`src/rtl/fun_fpsu_lanes_merge_pkg.sv`:
```
// Shared types and defaults for the FP SIMD lane-merge retire block.
// The entry record holds the lane mask, per-lane completion flags and merged retire code.
package fun_fpsu_lanes_merge_pkg;

    localparam int RET_W     = 14;
    localparam int NPORT_DEF = 6;
    localparam int NLANE_DEF = 2;
    localparam int DEPTH_DEF = 4;
    localparam int LANE_MAX  = 8;

    // Lane fields are sized for the widest supported slicing; bits above NLANE stay zero.
    typedef struct packed {
        logic [LANE_MAX-1:0] mask;
        logic [LANE_MAX-1:0] done;
        logic [RET_W-1:0]    acc;
    } entry_t;

endpackage

```
`src/rtl/fun_fpsu_lanes_merge_if.sv`:
```
// Issue / lane-return / merged-retire bundle for all ports of the lane-merge block.
// The master side issues ops and returns lane codes; the slave side is the merge block.
interface fun_fpsu_lanes_merge_if
    import fun_fpsu_lanes_merge_pkg::*;
#(
    parameter int NPORT = NPORT_DEF,
    parameter int NLANE = NLANE_DEF
);

    logic                           flush;
    logic [NPORT-1:0]               iss_vld;
    logic [NPORT*NLANE-1:0]         iss_mask;
    logic [NPORT-1:0]               iss_rdy;
    logic [NPORT*NLANE*RET_W-1:0]   lane_ret;
    logic [NPORT*NLANE-1:0]         lane_ret_en;
    logic [NPORT*RET_W-1:0]         ret;
    logic [NPORT-1:0]               ret_en;
    logic [NPORT-1:0]               err;

    modport master (
        output flush, iss_vld, iss_mask, lane_ret, lane_ret_en,
        input  iss_rdy, ret, ret_en, err
    );

    modport slave (
        input  flush, iss_vld, iss_mask, lane_ret, lane_ret_en,
        output iss_rdy, ret, ret_en, err
    );

endinterface

```
`src/rtl/fun_fpsu_lanes_merge_ret_trk.sv`:
```
// Single-port in-order tracker: queues issued ops, collects per-lane returns,
// OR-merges enabled lane codes and emits one registered retire per op.
module fun_fpsu_lanes_merge_ret_trk
    import fun_fpsu_lanes_merge_pkg::*;
#(
    parameter int NLANE = NLANE_DEF,
    parameter int DEPTH = DEPTH_DEF
) (
    input  logic                        clk,
    input  logic                        rst,
    input  logic                        flush,
    input  logic                        iss_vld,
    input  logic [NLANE-1:0]            iss_mask,
    output logic                        iss_rdy,
    input  logic [NLANE-1:0][RET_W-1:0] lane_ret,
    input  logic [NLANE-1:0]            lane_ret_en,
    output logic [RET_W-1:0]            ret,
    output logic                        ret_en,
    output logic                        err
);

    localparam int PW = $clog2(DEPTH);
    localparam logic [PW:0] CNT_FULL = DEPTH[PW:0];

    // Write and lane pointers carry one extra wrap bit so "lane has nothing pending"
    // is simply lane_ptr == wr_ptr, even when the queue is full.
    typedef logic [PW:0] ptr_t;

    entry_t           entries     [DEPTH];
    entry_t           entries_nxt [DEPTH];
    ptr_t             wr_ptr;
    ptr_t             lane_ptr    [NLANE];
    logic [PW-1:0]    rd_ptr;
    logic [PW:0]      count;

    logic [NLANE-1:0]    hit;
    logic [NLANE-1:0]    miss;
    logic [LANE_MAX-1:0] mask_ext;
    entry_t              head;
    logic                retire;
    logic                issue;

    assign iss_rdy = (count != CNT_FULL);
    assign issue   = iss_vld && iss_rdy;

    always_comb begin
        // NOTE: every comb output gets a full default first, so no path leaves a latch.
        entries_nxt = entries;
        hit         = '0;
        miss        = '0;
        mask_ext    = '0;
        mask_ext[NLANE-1:0] = iss_mask;

        for (int l = 0; l < NLANE; l++) begin
            hit[l]  = lane_ret_en[l] && (lane_ptr[l] != wr_ptr);
            miss[l] = lane_ret_en[l] && (lane_ptr[l] == wr_ptr);
            if (hit[l]) begin
                entries_nxt[lane_ptr[l][PW-1:0]].done[l] = 1'b1;
                if (entries[lane_ptr[l][PW-1:0]].mask[l])
                    entries_nxt[lane_ptr[l][PW-1:0]].acc =
                        entries_nxt[lane_ptr[l][PW-1:0]].acc | lane_ret[l];
            end
        end

        // Head is judged after this cycle's returns fold in: last return at N retires at N+1.
        head   = entries_nxt[rd_ptr];
        retire = (count != '0) && (&head.done[NLANE-1:0]);

        // A non-full queue never has its write slot live, so this cannot clobber the head.
        if (issue)
            entries_nxt[wr_ptr[PW-1:0]] = '{mask: mask_ext, done: '0, acc: '0};
    end

    always_ff @(posedge clk or negedge rst) begin
        if (!rst) begin
            // NOTE: the entry array is reset too, so state after reset is fully defined.
            for (int i = 0; i < DEPTH; i++) entries[i] <= '0;
            for (int l = 0; l < NLANE; l++) lane_ptr[l] <= '0;
            wr_ptr <= '0;
            rd_ptr <= '0;
            count  <= '0;
            err    <= 1'b0;
            ret    <= '0;
            ret_en <= 1'b0;
        end else if (flush) begin
            for (int l = 0; l < NLANE; l++) lane_ptr[l] <= '0;
            wr_ptr <= '0;
            rd_ptr <= '0;
            count  <= '0;
            err    <= 1'b0;
            ret    <= '0;
            ret_en <= 1'b0;
        end else begin
            entries <= entries_nxt;
            for (int l = 0; l < NLANE; l++)
                if (hit[l]) lane_ptr[l] <= lane_ptr[l] + 1'b1;
            if (issue)  wr_ptr <= wr_ptr + 1'b1;
            if (retire) rd_ptr <= rd_ptr + 1'b1;
            unique case ({issue, retire})
                2'b10:   count <= count + 1'b1;
                2'b01:   count <= count - 1'b1;
                default: ;
            endcase
            if (|miss) err <= 1'b1;
            ret_en <= retire;
            ret    <= retire ? head.acc : '0;
        end
    end

endmodule

```
`src/rtl/fun_fpsu_lanes_merge.sv`:
```
// Lane-merge retire block: one independent tracker per issue port;
// this level only slices the flattened buses.
module fun_fpsu_lanes_merge
    import fun_fpsu_lanes_merge_pkg::*;
#(
    parameter int NPORT = NPORT_DEF,
    parameter int NLANE = NLANE_DEF,
    parameter int DEPTH = DEPTH_DEF
) (
    input  logic                  clk,
    input  logic                  rst,
    fun_fpsu_lanes_merge_if.slave bus
);

    logic [NPORT-1:0]            rdy_p;
    logic [NPORT-1:0]            ret_en_p;
    logic [NPORT-1:0]            err_p;
    logic [NPORT-1:0][RET_W-1:0] ret_p;

    for (genvar p = 0; p < NPORT; p++) begin : g_port
        fun_fpsu_lanes_merge_ret_trk #(
            .NLANE (NLANE),
            .DEPTH (DEPTH)
        ) u_trk (
            .clk         (clk),
            .rst         (rst),
            .flush       (bus.flush),
            .iss_vld     (bus.iss_vld[p]),
            .iss_mask    (bus.iss_mask[p*NLANE +: NLANE]),
            .iss_rdy     (rdy_p[p]),
            .lane_ret    (bus.lane_ret[p*NLANE*RET_W +: NLANE*RET_W]),
            .lane_ret_en (bus.lane_ret_en[p*NLANE +: NLANE]),
            .ret         (ret_p[p]),
            .ret_en      (ret_en_p[p]),
            .err         (err_p[p])
        );
    end

    assign bus.iss_rdy = rdy_p;
    assign bus.ret     = ret_p;
    assign bus.ret_en  = ret_en_p;
    assign bus.err     = err_p;

endmodule

```
`src/flat_wrapper.sv`:
```
// flat-port wrapper written by rule: the top's interface ports become plain ports
module fun_fpsu_lanes_merge_flat import fun_fpsu_lanes_merge_pkg::*;
#(
    parameter int NPORT = NPORT_DEF,
    parameter int NLANE = NLANE_DEF,
    parameter int DEPTH = DEPTH_DEF
)
  (clk, rst, bus_flush, bus_iss_vld, bus_iss_mask, bus_lane_ret, bus_lane_ret_en, bus_iss_rdy, bus_ret, bus_ret_en, bus_err);
  fun_fpsu_lanes_merge_if #(.NPORT(NPORT), .NLANE(NLANE)) bus_i ();
  input  logic clk;
  input  logic rst;
  input wire logic [$bits(bus_i.flush)-1:0] bus_flush;
  input wire logic [$bits(bus_i.iss_vld)-1:0] bus_iss_vld;
  input wire logic [$bits(bus_i.iss_mask)-1:0] bus_iss_mask;
  input wire logic [$bits(bus_i.lane_ret)-1:0] bus_lane_ret;
  input wire logic [$bits(bus_i.lane_ret_en)-1:0] bus_lane_ret_en;
  output wire logic [$bits(bus_i.iss_rdy)-1:0] bus_iss_rdy;
  output wire logic [$bits(bus_i.ret)-1:0] bus_ret;
  output wire logic [$bits(bus_i.ret_en)-1:0] bus_ret_en;
  output wire logic [$bits(bus_i.err)-1:0] bus_err;
  assign bus_i.flush = bus_flush;
  assign bus_i.iss_vld = bus_iss_vld;
  assign bus_i.iss_mask = bus_iss_mask;
  assign bus_i.lane_ret = bus_lane_ret;
  assign bus_i.lane_ret_en = bus_lane_ret_en;
  assign bus_iss_rdy = bus_i.iss_rdy;
  assign bus_ret = bus_i.ret;
  assign bus_ret_en = bus_i.ret_en;
  assign bus_err = bus_i.err;
  fun_fpsu_lanes_merge #(.NPORT(NPORT), .NLANE(NLANE), .DEPTH(DEPTH)) u_core (.clk(clk), .rst(rst), .bus(bus_i));
endmodule
```
`config.mk`:
```
export PLATFORM = sky130hd
export DESIGN_NAME = fun_fpsu_lanes_merge_flat
export DESIGN_NICKNAME = d
export VERILOG_FILES = /design/src/rtl/fun_fpsu_lanes_merge_pkg.sv /design/src/rtl/fun_fpsu_lanes_merge_if.sv /design/src/rtl/fun_fpsu_lanes_merge_ret_trk.sv /design/src/rtl/fun_fpsu_lanes_merge.sv /design/src/flat_wrapper.sv
export SDC_FILE = /design/constraint.sdc
export NUM_CORES = 2
export LEC_CHECK = 0
export ABC_AREA = 1
export CAP_MARGIN = 0
export CORE_MARGIN = 2
export CORE_UTILIZATION = 40
export CTS_BUF_LIST = sky130_fd_sc_hd__clkbuf_8 sky130_fd_sc_hd__clkbuf_16
export DETAILED_ROUTE_END_ITERATION = 7
export PLACE_DENSITY = 0.65
export SLEW_MARGIN = 20
export SYNTH_ARGS = -nofsm -noshare
export SYNTH_HDL_FRONTEND = slang
export SYNTH_SLANG_ARGS = --single-unit
```
`constraint.sdc`:
```
create_clock -name clk -period 7.26 [get_ports clk]
set_input_delay 1.452 -clock clk [delete_from_list [all_inputs] [get_ports clk]]
set_output_delay 1.452 -clock clk [all_outputs]
set_load 0.01 [all_outputs]
```
## Word-level counts from Yosys, hierarchy flattened

Cells that the tools add are included.

- Register bits: 900

- Equality and inequality tests: 42
- Bitwise gates (word level): 36
- Magnitude comparators: 42
- Muxes and demuxes: 294
- Reductions and logical operators: 108
- $add $sub $neg: 36

Operators with widths:

| operator | count |
|---|---|
| bitwise mux 120 bit | 30 |
| two-way mux 120 bit | 30 |
| binary-select mux 30 bit (select 2 bit) | 30 |
| demux 30 bit (select 2 bit) | 30 |
| two-way mux 14 bit | 48 |
| two-way mux 16 bit | 18 |
| two-way mux 24 bit | 12 |
| two-way mux 23 bit | 12 |
| two-way mux 30 bit | 6 |
| bitwise OR 14 bit | 12 |
| two-way mux 15 bit | 6 |
| two-way mux 3 bit | 30 |
| adder 3 x 1 -> 3 bit, second input constant | 24 |
| >= comparator 3 bit, second input constant | 24 |
| NOT 2 -> 3 bit | 24 |
| nonzero test 2 bit | 30 |
| logical AND 1 bit | 54 |
| < comparator 3 x 1 -> 1 bit, second input constant | 18 |
| equality test 3 bit | 12 |
| two-way mux 6 bit | 6 |
| inequality test 3 bit | 12 |
| one-hot mux 3 bit (2 select lines) | 6 |
| nonzero test 3 bit | 12 |
| two-way mux 2 bit | 12 |
| 8 further kinds | 60 |

## Logic depth before layout (Yosys ltp)

- Word-level depth: 29
- Mapped depth: 18
- Mapped depth without buffers: 18

## By module

Synthesis repeated with hierarchy kept, for this count alone.

- Cell total of the unflattened synthesis: 6814
- Area, all modules: 46792.4 um^2

By module, submodules not included:

| module | cells each | area each (um^2) | times used | seq. area each (um^2) |
|---|---|---|---|---|
| fun_fpsu_lanes_merge_ret_trk (u_core.g_port[1].u_trk ...) | 1140 | 7966.4 | 3 | 2552.4 |
| fun_fpsu_lanes_merge_ret_trk (u_core.g_port[0].u_trk) | 1133 | 7696.1 | 1 | 2552.4 |
| fun_fpsu_lanes_merge_ret_trk (u_core.g_port[4].u_trk) | 1132 | 7672.4 | 1 | 2552.4 |
| fun_fpsu_lanes_merge_ret_trk (u_core.g_port[5].u_trk) | 1129 | 7524.7 | 1 | 2552.4 |

## Worst setup path after synthesis

OpenSTA, ideal clock, no wires.

- Path kind: input -> register
- Start: input port bus_lane_ret_en[0]
- End: register u_core.g_port[0].u_trk.count[2]
- Setup slack: 4001 ps
- Buffers on the path: 1
- Data required time: 7129 ps
- Setup time: 131 ps
- Arrival: 3127 ps
- Cell stages on the path: 15
- Cells stage by stage: buf_2 -> nand2_1 -> o21bai_1 -> nand3_1 -> nand3_1 -> nand3_2 -> inv_1 -> nand2_1 -> inv_1 -> fa_1 -> xor2_1 -> nand3_1 -> o21ai_0 -> nor2_1 -> nor2_1

- Longest elaborated chain between the ends: 14
- Elaborated cells on any way between the ends: 16

RTL lines:

| element | line | RTL |
|---|---|---|
| start: declaration | flat_wrapper.sv:16 | `input wire logic [$bits(bus_i.lane_ret_en)-1:0] bus_lane_ret_en;` |
| logical AND 1 bit (*) | fun_fpsu_lanes_merge_ret_trk.sv:55 | `hit[l] = lane_ret_en[l] && (lane_ptr[l] != wr_ptr);` |
| two-way mux 120 bit (*) | fun_fpsu_lanes_merge_ret_trk.sv:57 | `if (hit[l]) begin` |
| bitwise mux 120 bit | fun_fpsu_lanes_merge_ret_trk.sv:58 | `entries_nxt[lane_ptr[l][PW-1:0]].done[l] = 1'b1;` |
| bitwise mux 120 bit | fun_fpsu_lanes_merge_ret_trk.sv:60 | `entries_nxt[lane_ptr[l][PW-1:0]].acc =` |
| two-way mux 120 bit | fun_fpsu_lanes_merge_ret_trk.sv:59 | `if (entries[lane_ptr[l][PW-1:0]].mask[l])` |
| two-way mux 120 bit (*) | fun_fpsu_lanes_merge_ret_trk.sv:57 |  |
| binary-select mux 30 bit (select 2 bit) (*) | fun_fpsu_lanes_merge_ret_trk.sv:66 | `head = entries_nxt[rd_ptr];` |
| two-way mux 16 bit (not written as such) (*) (2 in a row) | fun_fpsu_lanes_merge_ret_trk.sv:66 |  |
| AND reduction 2 bit (*) | fun_fpsu_lanes_merge_ret_trk.sv:67 | `retire = (count != '0) && (&head.done[NLANE-1:0]);` |
| logical AND 1 bit (*) | fun_fpsu_lanes_merge_ret_trk.sv:67 |  |
| equality test 2 x 1 -> 1 bit / equality test 2 bit (equally long branches) | fun_fpsu_lanes_merge_ret_trk.sv:99 | `unique case ({issue, retire})` |
| one-hot mux 3 bit (2 select lines) | fun_fpsu_lanes_merge_ret_trk.sv:99 |  |
| two-way mux 3 bit | fun_fpsu_lanes_merge_ret_trk.sv:85 | `end else if (flush) begin` |
| end signal: assignment | fun_fpsu_lanes_merge_ret_trk.sv:100 | `2'b10: count <= count + 1'b1;` |
| end signal: assignment | fun_fpsu_lanes_merge_ret_trk.sv:101 | `2'b01: count <= count - 1'b1;` |
| end: declaration | fun_fpsu_lanes_merge_ret_trk.sv:34 | `logic [PW:0] count;` |

Mark *: on every way between the ends. The rest lies on a longest branch, timed or not. The select of a mux whose other input is x is not followed.
A chain may end at the register's enable or synchronous reset.

## Worst setup path in the final report

- Start: register u_core.g_port[2].u_trk.lane_ptr[3] in the netlist's numbering
- End: register u_core.g_port[2].u_trk.ret[10]

- Longest elaborated chain between the ends: 23
- Elaborated cells on any way between the ends: 36

RTL lines:

| element | line | RTL |
|---|---|---|
| start: declaration | fun_fpsu_lanes_merge_ret_trk.sv:32 | `ptr_t lane_ptr [NLANE];` |
| start signal: indexed assignment | fun_fpsu_lanes_merge_ret_trk.sv:96 | `if (hit[l]) lane_ptr[l] <= lane_ptr[l] + 1'b1;` |
| NOT 2 -> 3 bit (not written as such) | n/a |  |
| demux 30 bit (select 2 bit) | fun_fpsu_lanes_merge_ret_trk.sv:58 |  |
| bitwise mux 120 bit | fun_fpsu_lanes_merge_ret_trk.sv:58 |  |
| binary-select mux 30 bit (select 2 bit) | fun_fpsu_lanes_merge_ret_trk.sv:61 | `entries_nxt[lane_ptr[l][PW-1:0]].acc \| lane_ret[l];` |
| two-way mux 14 bit (not written as such) (2 in a row) | fun_fpsu_lanes_merge_ret_trk.sv:61 |  |
| bitwise OR 14 bit | fun_fpsu_lanes_merge_ret_trk.sv:61 |  |
| bitwise mux 120 bit | fun_fpsu_lanes_merge_ret_trk.sv:60 |  |
| two-way mux 120 bit | fun_fpsu_lanes_merge_ret_trk.sv:59 |  |
| [... 5 more ...] | n/a |  |
| bitwise OR 14 bit | fun_fpsu_lanes_merge_ret_trk.sv:61 |  |
| bitwise mux 120 bit | fun_fpsu_lanes_merge_ret_trk.sv:60 |  |
| two-way mux 120 bit | fun_fpsu_lanes_merge_ret_trk.sv:59 |  |
| two-way mux 120 bit (*) | fun_fpsu_lanes_merge_ret_trk.sv:57 |  |
| binary-select mux 30 bit (select 2 bit) (*) | fun_fpsu_lanes_merge_ret_trk.sv:66 |  |
| two-way mux 16 bit (not written as such) (*) (2 in a row) | fun_fpsu_lanes_merge_ret_trk.sv:66 |  |
| two-way mux 14 bit (*) | fun_fpsu_lanes_merge_ret_trk.sv:106 | `ret <= retire ? head.acc : '0;` |
| two-way mux 14 bit (*) | fun_fpsu_lanes_merge_ret_trk.sv:85 |  |
| end signal: assignment | fun_fpsu_lanes_merge_ret_trk.sv:106 |  |
| end: declaration | fun_fpsu_lanes_merge_ret_trk.sv:17 | `output logic [RET_W-1:0] ret,` |

Marks and branches as above.

==> qor.json <==
{
  "post_synth_instance_area_mm2": 0.0442,
  "worstPathRequired_ps": 7780,
  "report.final.setup_viol": 0,
  "post-synth-top-area-cell": "sky130_fd_sc_hd__dfrtp_1",
  "core_mm2": 0.109,
  "drc_errors": 2,
  "yosysMostFrequentCell": "sky130_fd_sc_hd__nand2_1",
  "post_route_cells_drive_above_1_share": 0.0585,
  "biggest_area_contributors_in_the_synthesized_netlist": "sky130_fd_sc_hd__dfrtp_1 (35%), sky130_fd_sc_hd__nand2_1 (18%), sky130_fd_sc_hd__nand3_1 (15%)",
  "crit_start": "u_core.g_port[2].u_trk.lane_ptr[3]$_DFFE_PN0P_",
  "place_inst": 8221,
  "hold_buffers": 0,
  "finalWorstSetupSlack_ps": 2810,
  "detail_route.wl_per_cell_um": 19.6,
  "pwr_density_cell_mw_per_mm2": 340,
  "final_min_period_over_clock_period": 0.614,
  "gpl.final_weighted_congestion": 0.925,
  "max_clock_freq_mhz": 224,
  "fillerInstances": 11234,
  "critical_path_class": "reg2reg",
  "fin_tns_setup_ps": 0,
  "ioPinCount": 303,
  "ir_drop_mv": 0.193,
  "path_delay_family": "simple AND/OR/NAND/NOR gates",
  "groute.usage.overall": 0.282,
  "ys_async_sr_fraction": 1.00,
  "routed_via_density": 5.74,
  "crit_path_start_kind": "flop",
  "fp-row-count": 121,
  "tritoncts": "done",
  "post_synth_inst_count": 6754,
  "first_global_vias": 44353,
  "path_buf_inv": 2,
  "dpl.hpwl_um": 99400,
  "cts_num_sinks": 612,
  "result_of_the_run": "finished, violations left",
  "dr_total_vias": 47988,
  "die_h_um": 336,
  "antenna_found_initial": 8,
  "die_w_um": 336,
  "synth_edf_count": 0,
  "critPathMaxStageDelay_ps": 980,
  "ant_nets": 0,
  "crit_slowest_cell": "sky130_fd_sc_hd__dfrtp_2",
  "max_root_sink_buffers": 3,
  "report.final.hold_viol_count": 0,
  "grt_start_max_net_pins": 167,
  "timing.hold.worst.class": "reg2reg",
  "syn_avg_cell_area_um2": 6.54,
  "finalWorstPathRequiredPeriod_ps": 4450,
  "worst-slew-pin-transition_ps": 1170,
  "place_worst_setup_slack_ps": 2760,
  "ys_seq_area_frac": 0.347,
  "violations": "DRC",
  "synth_common_cells": "sky130_fd_sc_hd__nand2_1 (2,147), sky130_fd_sc_hd__nand3_1 (1,356), sky130_fd_sc_hd__inv_1 (652)",
  "yosys_warnings": 0,
  "die-area_mm2": 0.113,
  "slew_viol_final": 0,
  "starting_density_of_the_core": 0.405,
  "ctsResizeCount": 0,
  "worstPathCellList": "inv_2, nand2_1, nand3_1, nand2_2, nand4_2, inv_1, nand2_1, nand3_1, nand3_1, nand2_1, nand3_1, nand2_1, nor2_1, nor2_1, a21oi_1",
  "nNetsFinal": 7102,
  "clk_transition_reported_paths_ps": 60,
  "clock_root_buffer": "sky130_fd_sc_hd__clkbuf_16",
  "ys_seq_elements": 612,
  "relSlewSlack": 0.219,
  "grt_remaining_overflow": 0,
  "p_leak_nw": 24.6,
  "grt_setup_unrepaired": "no",
  "finalClockSkew_ps": 22.2,
  "setup.worst_path.end_class": "flop",
  "synth_flop_type": "sky130_fd_sc_hd__dfrtp_1",
  "drt_first_iter_violations": 6195,
  "yosysUniqueCellTypes": 48,
  "grt_first_pass_wirelength_um": 250000,
  "stdcell_count": 8363,
  "crit-reg2reg-launch": "u_core.g_port[2].u_trk.lane_ptr[3]$_DFFE_PN0P_",
  "netlist.area_leader.share": 0.347,
  "postCtsSetupBuffers": 0,
  "maxCapViolCount": 0,
  "detailed_route_wire_length_um": 164000,
  "htree_levels": 3,
  "worst_hold_startpoint": "u_core.g_port[5].u_trk.entries[112]$_DFFE_PN0P_",
  "buffer_ports.inserted": 302,
  "firstDrtPassIters": 8,
  "cts_inserted_buffers": 76,
  "ff2ff_setup_slack_ps": 2810,
  "critical_path_peak_fanout": 37,
  "crit_arrival_ps": 4970,
  "area_growth_syn_to_layout_pct": 14.2,
  "clock_latency_ps": 660,
  "syn-num-nets": 7033
}
[flip-flops by register name, indices dropped and copies added (netlist names)]
signal	count
u_core.g_port.u_trk.count	18
u_core.g_port.u_trk.ret	84
u_core.g_port.u_trk.entries	432
u_core.g_port.u_trk.err	6
u_core.g_port.u_trk.ret_en	6
u_core.g_port.u_trk.wr_ptr	18
u_core.g_port.u_trk.rd_ptr	12
u_core.g_port.u_trk.lane_ptr	36
[layout by cell type, fill, tap and decap left out, types with 41 or more instances in the layout]
| cell type | netlist | final |
|---|---|---|
| sky130_fd_sc_hd__o22ai_1 | 209 | 209 |
| sky130_fd_sc_hd__clkbuf_16 | 0 | 77 |
| sky130_fd_sc_hd__clkdlybuf4s50_1 | 0 | 300 |
| sky130_fd_sc_hd__buf_4 | 40 | 60 |
| sky130_fd_sc_hd__nor2_1 | 254 | 252 |
| sky130_fd_sc_hd__nand3_1 | 1356 | 1356 |
| sky130_fd_sc_hd__dfrtp_1 | 612 | 607 |
| sky130_fd_sc_hd__a21oi_1 | 275 | 275 |
| sky130_fd_sc_hd__o21ai_0 | 332 | 323 |
| sky130_fd_sc_hd__inv_2 | 52 | 51 |
| sky130_fd_sc_hd__nor3_1 | 47 | 43 |
| sky130_fd_sc_hd__inv_1 | 652 | 670 |
| sky130_fd_sc_hd__o21ai_1 | 41 | 41 |
| sky130_fd_sc_hd__nand2_1 | 2147 | 2147 |
| sky130_fd_sc_hd__ha_1 | 72 | 72 |
[cells by family (layout without fill, tap and decap cells)]
family                     after synthesis  in the layout  synth area share
adders and majority gates               78             78            0.0231
AOI/OAI and AO/OA                      977            977             0.125
muxes                                    3              3          0.000680
xor gates and xnor gates                36             36           0.00799
and+or+nand+nor                       3964           3964             0.397
other                                    0              3                 0
buffers and inverters                 1084           1214             0.100
DFF                                    612            612             0.347
[stage by stage]
stage	power (mW)	area [um^2]	util	hold WS, ps
after detailed placement	13.1	47900	0.439	464
after global routing	18.5	50400	0.462	494
after floorplan	11.2	44200	-	443
final	17.2	50400	0.462	474
after global placement	13.0	47900	0.439	458
after CTS	17.0	50400	0.462	478
[final cells by class]
class                      count  area, um^2  area share
multi-input combinational   5058       24500       0.487
sequential                   612       15300       0.304
timing repair buffer         366        3570      0.0708
inverter                     709        2670      0.0529
clock buffer                  94        2160      0.0428
tap                         1476        1850      0.0366
clock inverter                45         310     0.00615
antenna                        3        7.51    0.000149
[metal layers]
layer  track usage  vias up  wire length, um
li1              -    22406                -
met1         0.382    22149            66600
met2         0.433     2901            71300
met3        0.0553      524            19500
met4         0.128        8             6900
met5             0        -               48
[final timing paths]
kind / endpoint / cells past startpoint
hold reg to reg: u_core.g_port[5].u_trk.entries[112]$_DFFE_PN0P_ / 2
setup reg to reg: u_core.g_port[2].u_trk.ret[10]$_DFF_PN0_ / 15
min in group asynchronous: u_core.g_port[4].u_trk.entries[94]$_DFFE_PN0N_ / 1
hold / removal: u_core.g_port[5].u_trk.entries[112]$_DFFE_PN0P_ / 2
max in group asynchronous: u_core.g_port[0].u_trk.entries[7]$_DFFE_PN0N_ / 2
setup / recovery: u_core.g_port[2].u_trk.ret[10]$_DFF_PN0_ / 15
[report_power, final]
group	total, mW	internal, mW	switching, mW
sequential	5.08	4.44	0.642
combinational	8.23	2.78	5.45
clock	3.84	2.21	1.63
total	17.2	9.43	7.72
[worst reg2reg max path, stage by stage (launching register included)]
cell                      delay, ps
sky130_fd_sc_hd__dfrtp_2        980
sky130_fd_sc_hd__inv_2          590
sky130_fd_sc_hd__nand2_1        190
sky130_fd_sc_hd__nand3_1        100
sky130_fd_sc_hd__nand2_2        170
sky130_fd_sc_hd__nand4_2        850
sky130_fd_sc_hd__inv_1          500
sky130_fd_sc_hd__nand2_1        110
sky130_fd_sc_hd__nand3_1         90
sky130_fd_sc_hd__nand3_1         70
sky130_fd_sc_hd__nand2_1        180
sky130_fd_sc_hd__nand3_1         90
sky130_fd_sc_hd__nand2_1        120
sky130_fd_sc_hd__nor2_1          50
sky130_fd_sc_hd__nor2_1         150
sky130_fd_sc_hd__a21oi_1        100
No activity file was read; power rests on OpenSTA's default activity.
